**src/rtl/mem_port_arbiter.sv**
```systemverilog
// mem_port_arbiter: shares one single-port synchronous RAM between the
// instruction-fetch port (read-only) and the data port (lw/sw). Data
// accesses with addr[31]=1 go to memory-mapped I/O: loads read the
// 12-bit switches, stores write the 12-bit LED register.
//
// Ports:
//   clk, rst                        clock, synchronous active-high reset
//   i_ce, i_addr                    fetch request (held until i_ready)
//   i_rdata, i_ready                fetch data and one-cycle completion pulse
//   d_ce, d_we, d_addr, d_wdata     data request (held until d_ready)
//   d_rdata, d_ready                load data and one-cycle completion pulse
//   ram_ce, ram_we, ram_addr,
//   ram_wdata, ram_rdata            RAM side (read data one cycle after ram_ce)
//   switch_on, led_out              memory-mapped I/O
//   stall_req                       pipeline stall while a request is pending
module mem_port_arbiter #(
   parameter int unsigned AW           = 32,
   parameter int unsigned DW           = 32,
   parameter int unsigned STARVE_LIMIT = 4
) (
   input  logic          clk,
   input  logic          rst,
   input  logic          i_ce,
   input  logic [AW-1:0] i_addr,
   output logic [DW-1:0] i_rdata,
   output logic          i_ready,
   input  logic          d_ce,
   input  logic          d_we,
   input  logic [AW-1:0] d_addr,
   input  logic [DW-1:0] d_wdata,
   output logic [DW-1:0] d_rdata,
   output logic          d_ready,
   output logic          ram_ce,
   output logic          ram_we,
   output logic [AW-1:0] ram_addr,
   output logic [DW-1:0] ram_wdata,
   input  logic [DW-1:0] ram_rdata,
   input  logic [11:0]   switch_on,
   output logic [11:0]   led_out,
   output logic          stall_req
);

   localparam logic [3:0] LIMIT = 4'(STARVE_LIMIT);

   typedef enum logic [1:0] {IDLE, D_ACC, I_ACC, RESP} state_t;

   state_t          state;
   state_t          state_nxt;
   logic            grant_d;
   logic            grant_i;
   logic            owner;      // 1 = data port owns the current access
   logic [AW-1:0]   lat_addr;
   logic            lat_we;
   logic [DW-1:0]   lat_wdata;
   logic            lat_io;
   logic [11:0]     io_rdata;
   logic [3:0]      starve_cnt;

   // State register
   always_ff @(posedge clk) begin
      if (rst) state <= IDLE;
      else     state <= state_nxt;
   end

   // Next state and arbitration: data wins unless the fetch has waited
   // through LIMIT consecutive data grants.
   always_comb begin
      state_nxt = state;
      grant_d   = 1'b0;
      grant_i   = 1'b0;
      case (state)
         IDLE: begin
            if (d_ce && !(i_ce && (starve_cnt == LIMIT))) begin
               grant_d   = 1'b1;
               state_nxt = D_ACC;
            end else if (i_ce) begin
               grant_i   = 1'b1;
               state_nxt = I_ACC;
            end
         end
         D_ACC:   state_nxt = RESP;
         I_ACC:   state_nxt = RESP;
         RESP:    state_nxt = IDLE;
         default: state_nxt = IDLE;
      endcase
   end

   // Output decode: everything is a function of state and latched request.
   always_comb begin
      ram_ce    = 1'b0;
      ram_we    = 1'b0;
      ram_addr  = '0;
      ram_wdata = '0;
      i_ready   = 1'b0;
      d_ready   = 1'b0;
      i_rdata   = '0;
      d_rdata   = '0;
      case (state)
         D_ACC: begin
            if (!lat_io) begin
               ram_ce    = 1'b1;
               ram_we    = lat_we;
               ram_addr  = lat_addr;
               ram_wdata = lat_wdata;
            end
         end
         I_ACC: begin
            ram_ce   = 1'b1;
            ram_addr = lat_addr;
         end
         RESP: begin
            if (owner) begin
               d_ready = 1'b1;
               d_rdata = lat_io ? DW'(io_rdata) : ram_rdata;
            end else begin
               i_ready = 1'b1;
               i_rdata = ram_rdata;
            end
         end
         default: ;
      endcase
   end

   assign stall_req = (i_ce & ~i_ready) | (d_ce & ~d_ready);

   // Latch the winning request so later changes on the ports are ignored.
   always_ff @(posedge clk) begin
      if (grant_d) begin
         owner     <= 1'b1;
         lat_addr  <= d_addr;
         lat_we    <= d_we;
         lat_wdata <= d_wdata;
         lat_io    <= d_addr[AW-1];
      end else if (grant_i) begin
         owner     <= 1'b0;
         lat_addr  <= i_addr;
         lat_we    <= 1'b0;
         lat_wdata <= '0;
         lat_io    <= 1'b0;
      end
   end

   // Starvation counter and I/O registers
   always_ff @(posedge clk) begin
      if (rst) begin
         starve_cnt <= '0;
         led_out    <= '0;
         io_rdata   <= '0;
      end else begin
         if (state == IDLE) begin
            if (grant_i || !i_ce)
               starve_cnt <= '0;
            else if (grant_d && (starve_cnt != LIMIT))
               starve_cnt <= starve_cnt + 4'd1;
         end
         // I/O side effect happens on the edge leaving D_ACC
         if ((state == D_ACC) && lat_io) begin
            if (lat_we) led_out  <= lat_wdata[11:0];
            else        io_rdata <= switch_on;
         end
      end
   end

endmodule

```
**config.mk**
```make
export PLATFORM = sky130hd
export DESIGN_NAME = mem_port_arbiter
export DESIGN_NICKNAME = d
export VERILOG_FILES = /design/src/rtl/mem_port_arbiter.sv
export SDC_FILE = /design/constraint.sdc
export NUM_CORES = 1
export LEC_CHECK = 0
export ABC_AREA = 1
export CORE_UTILIZATION = 42
export CTS_BUF_LIST = sky130_fd_sc_hd__clkbuf_4 sky130_fd_sc_hd__clkbuf_8 sky130_fd_sc_hd__clkbuf_16
export DETAILED_ROUTE_END_ITERATION = 10
export PLACE_DENSITY = 0.86
export REMOVE_ABC_BUFFERS = 1
export SKIP_CTS_REPAIR_TIMING = 1
export SLEW_MARGIN = 40
export SYNTH_ARGS = -nofsm -noshare
export SYNTH_HDL_FRONTEND = slang
export SYNTH_SLANG_ARGS = --single-unit
```
**constraint.sdc**
```tcl
create_clock -name clk -period 7.8 [get_ports clk]
set_clock_uncertainty 0.1 [all_clocks]
set_input_delay 0.78 -clock clk [delete_from_list [all_inputs] [get_ports clk]]
set_output_delay 0.78 -clock clk [all_outputs]
set_load 0.005 [all_outputs]
```
# [Yosys cells after proc, flatten, opt, wreduce, memory -nomap -nowiden]
# Index checks and enable logic that the tools add are counted.
[classes] n_addsub=1 bitwise_logic=6 muxes=34 n_eq_ne=6 reduce_logical=14
[ops] cell="$mux 32" count=12
[ops] cell="$pmux 32 s2" count=1
[ops] cell="$mux 1" count=15
[ops] cell="$mux 4" count=2
[ops] cell="$pmux 2 s3" count=1
[ops] cell="$reduce_and 2->1" count=3
[ops] cell="$add 4x1->4 const B" count=1
[ops] cell="$eq 2x2->1 const B" count=2
[ops] cell="$eq 4x3->1 const B" count=1
[ops] cell="$logic_and 1x1->1" count=4
[ops] cell="$mux 2" count=2
[ops] cell="$ne 4x3->1 const B" count=1
[ops] cell="$reduce_bool 2->1" count=2
[ops] cell="$ne 3x3->1 const B" count=1
[ops] cell="$not 1->1" count=3
[ops] cell="$and 1x1->1" count=2
[ops] cell="$eq 2x1->1 const B" count=1
[ops] cell="$logic_not 1->1" count=2
[ops] cell="$logic_not 2->1" count=1
[ops] cell="$pmux 1 s2" count=1
[ops] cell="$reduce_or 2->1" count=1
[ops] cell="$logic_or 1x1->1" count=1
[ops] cell="$or 1x1->1" count=1
[word_totals] elab_cells=70 reg_bits=97 in_bits=145

# [Logic depth before layout (Yosys ltp)]
[depth] ltp_word=9 ltp_mapped=11 ltp_nobuf=11

# [Worst setup path before layout]
# No wires, ideal clock.
[synth_path] kind="input to register" startpoint="input port i_ce" endpoint="register lat_addr[0], enable pin" path_stages=7 t_arrival_ns=2.716 t_required_ns=7.274 setup_slack_ns=4.558 path_buffers=2 setup_ns=0.426 cell_sequence="nand2_1 inv_1 nand2_1 nand3_2 buf_12 buf_6 nand2_1"
[synth_via] elab_chain_cells=6 word_cells_on_any_way=9
[synth_lines] item="from (decl)" line_no="23" source="input logic i_ce,"
[synth_lines] item="$logic_and 1x1->1" line_no="73" source="if (d_ce && !(i_ce && (starve_cnt == LIMIT))) begin"
[synth_lines] item="$logic_not 1->1" line_no="73"
[synth_lines] item="$logic_and 1x1->1" line_no="73"
[synth_lines] item="$mux 1" line_no="73"
[synth_lines] item="$mux 1" line_no="71" source="case (state)"
[synth_lines] item="$reduce_bool 2->1 (no source line) *"
[synth_lines] item="to (signal assigned)" line_no="130" source="lat_addr <= d_addr;"
[synth_lines] item="to (signal assigned)" line_no="136" source="lat_addr <= i_addr;"
[synth_lines] item="to (decl)" line_no="52" source="logic [AW-1:0] lat_addr;"
# Every way passes the cells marked *; elsewhere a longest branch is shown, timed or not.
# A chain may end at the register's enable or synchronous reset.

# [Worst setup path after layout]
[layout_path] startpoint="register lat_io" endpoint="output port ram_addr[24]"
[layout_via] elab_chain_cells=2
[layout_lines] item="from (decl)" line_no="55" source="logic lat_io;"
[layout_lines] item="from (signal assigned)" line_no="133" source="lat_io <= d_addr[AW-1];"
[layout_lines] item="$mux 32" line_no="100" source="if (!lat_io) begin"
[layout_lines] item="$pmux 32 s2" line_no="98" source="case (state)"
[layout_lines] item="to (decl)" line_no="35" source="output logic [AW-1:0] ram_addr,"
# No other way between the ends.

==> results by group <==
Logic synthesis
  – FFs w/ async S/R, synth: 0
  – Biggest area consumer among synthesized cells: edfxtp_1
  – Compound-gate portion of the synthesized area: 0.1018
  – Post-synthesis xor/xnor area fraction: 0.005088
  – Post-synthesis mux area share: 0
  – Synth Area in Adders: 0.01696
  – Seq cells post-synth: 97
  – Post-synth cell types: 25
  – Gate Count Post-Synth: 667
  – Number of synthesized flops with an enable pin: 66
  – Largest family of logic cells by synthesized area: simple AND/OR/NAND/NOR gates
  – Synth Area in Simple Gates: 0.1960
  – Area share of the largest cell type after synthesis: 0.3838
  – Post-Syn Area: 0.005164 sq mm
  – Register area share after synthesis: 0.5040
  – Mean area per synthesized cell: 7.742 sq um
  – Yosys warning count: 0
  – Main flop type after synthesis: edfxtp_1
  – Largest cells by area after synthesis: edfxtp_1, nor2_1, inv_1, dfxtp_1, nand2_1

Placed design
  – Port Buffers: 289
  – Hpwl dp: 11490 um
  – Routability Congestion: 0.8360

Setup path
  – Crit path DAT: 2.86 ns
  – Worst R2R Setup Slack: 5.62 ns
  – Worst setup path endpoint: ram_addr[24]
  – RR Endpoint: io_rdata[0]$_SDFFE_PP0P_
  – Worst-path maximum fanout: 34
  – Critical path startpoint category: register
  – Worst Setup SP: lat_io$_SDFFCE_PN0P_
  – FF-to-FF Start: state[1]$_SDFFE_PP0P_
  – CP required: 6.92 ns
  – CP endpoint kind: output port
  – Critical path class: register to output port
  – Worst Reg-to-Reg Cells: 7

Route
  – Top layer in use: met4
  – Met1 WL: 5162 um
  – Vias: 4945
  – Wire length per cell: 13.58 um
  – Met2 WL: 7876 um
  – WL final: 14810 um
  – Routed Antenna Nets: 0
  – Detailed Route Iter0 Violations: 188
  – First-pass iteration count of the detailed router: 5
  – WL met3: 1263 um
  – DRC Markers: 0
  – Vias per cell: 4.537

Timing
  – Final Critical Period: 3.740 ns
  – Max transition margin: 0.4609
  – RSZ-0062 raised after global routing: no
  – Max-slew violations: 0
  – Fin crit share: 0.4795
  – Achievable clock frequency: 0.2674 GHz
  – Fin Setup TNS: 0 ns
  – Slew @ Worst Pin: 0.8086 ns
  – Final Hold Fails: 0
  – # setup viols final: 0

Final layout
  – Register Area: 0.002603 sq mm
  – Layout cells sized above 1: 0.04995
  – Nets@finish: 1088
  – Commonest non-fill, non-tap cell in the layout: clkdlybuf4s50_1
  – Multi-input gate area: 0.001678 sq mm
  – Util after Layout: 0.6933
  – Most frequent cells in the layout: clkdlybuf4s50_1, nor2_1, inv_1
  – Fillers: 939
  – Area Overhead vs Synth: 61.28%

Global routing
  – First-pass GRT wire length: 22470 um
  – Largest net degree at the start of global routing: 101
  – Total gr overflow: 0
  – Global Route Usage Sum: 0.2286
  – Initial antenna violation count: 2
  – Vias in the first global route: 4704

Floorplanning
  – Die Area: 0.01274 sq mm
  – Site Rows: 40
  – Die W: 112.9 um
  – Initial core utilization: 0.4299
  – # IOs: 290
  – Core box area: 0.01201 sq mm
  – Die H: 112.9 um

Clock network
  – Htree depth: 3
  – CTS root buffer: clkbuf_16
  – Clk_lat worst skew: 0.34 ns
  – Clock Tree Buf Depth: 2
  – TritonCTS Buffers: 9
  – CTS sink cnt: 97
  – CTS tree: done
  – Clk pin slew, worst setup/hold paths: 0.07 ns

Pwr
  – PD cells: 181.5 mW/mm^2
  – Total power draw: 1.512 mW
  – Worst VDD drop: 0.0001304 V
  – Leak: 3.758 nW

Flow run
  – MaxCap Viol Count: 0

Hold path
  – Hold WC Path Type: register to register

Run status
  – Status: finished clean
-- where the power goes --
part,total (mW),switching (mW),leakage (nW),internal (mW)
sequential,0.690,0.0335,0.907,0.656
combinational,0.402,0.213,2.71,0.189
clock,0.420,0.200,0.138,0.220
total,1.51,0.447,3.76,1.06
-- how the worst min path moves through the flow --
| stage | from | endpoint | depth (start not counted) |
|---|---|---|---|
| after CTS | led_out[1]$_SDFFE_PP0P_ | led_out[1]$_SDFFE_PP0P_ | 2 |
| final | led_out[6]$_SDFFE_PP0P_ | led_out[6]$_SDFFE_PP0P_ | 2 |
| after floorplan | owner$_SDFFE_PP1P_ | owner$_SDFFE_PP1P_ | 2 |
| after global routing | led_out[6]$_SDFFE_PP0P_ | led_out[6]$_SDFFE_PP0P_ | 2 |
| after global placement | led_out[4]$_SDFFE_PP0P_ | led_out[4]$_SDFFE_PP0P_ | 2 |
| after detailed placement | led_out[0]$_SDFFE_PP0P_ | led_out[0]$_SDFFE_PP0P_ | 2 |
-- through the flow --
step | area, sq um | hold slack, ns | cells | setup WS [ns]
2_1_floorplan | 4930 | 0.3402 | 635 | 3.134
3_3_place_gp | 8029 | 0.3497 | 1072 | 4.211
3_5_place_dp | 8044 | 0.3526 | 1072 | 4.313
4_1_cts | 8323 | 0.3626 | 1088 | 3.933
5_1_grt | 8328 | 0.3778 | 1090 | 3.744
6_report | 8328 | 0.3625 | 1090 | 4.060
-- synthesized netlist by cell type (all sizes together) (2+ instances only) --
| cell type | number |
|---|---|
| o21ai | 58 |
| nand2 | 63 |
| ha | 7 |
| inv | 180 |
| clkbuf | 12 |
| dfxtp | 31 |
| nand3 | 15 |
| a21oi | 26 |
| xor2 | 2 |
| nor2 | 183 |
| edfxtp | 66 |
| buf | 20 |
-- critical path, stage by stage, from the launching register on --
cell	delay, ns
edfxtp_1	0.41
inv_2	0.30
nand2_2	0.45
nand2_1	0.20
nand2_2	0.38
nor2_1	0.25
clkdlybuf4s50_1	0.53
-- flip-flops by register name, indices dropped and copies added (netlist names) --
signal,flops
owner,1
starve_cnt,4
lat_we,1
lat_wdata,32
state,2
io_rdata,12
lat_io,1
lat_addr,32
led_out,12
-- logic make-up after synthesis --
family,Yosys count
xor gates and xnor gates,3
DFF,97
and+or+nand+nor,262
adders and majority gates,7
AOI/OAI and AO/OA,86
buffers and inverters,212
-- routing by layer --
layer | track usage | vias up
li1 | - | 2518
met1 | 0.2248 | 2177
met2 | 0.4391 | 221
met3 | 0.06160 | 29
met4 | 0.1140 | 0
met5 | 0 | -
-- final cells by class --
class,count,area share
inverters,180,0.08113
flip-flops and latches,97,0.3125
clock inverters,7,0.006460
multi-input cells,358,0.2015
diodes,2,0.0006010
clock buffers,9,0.02704
well taps,147,0.02209
repair buffers,290,0.3487
Note: power is estimated with default switching activity, not from simulation.
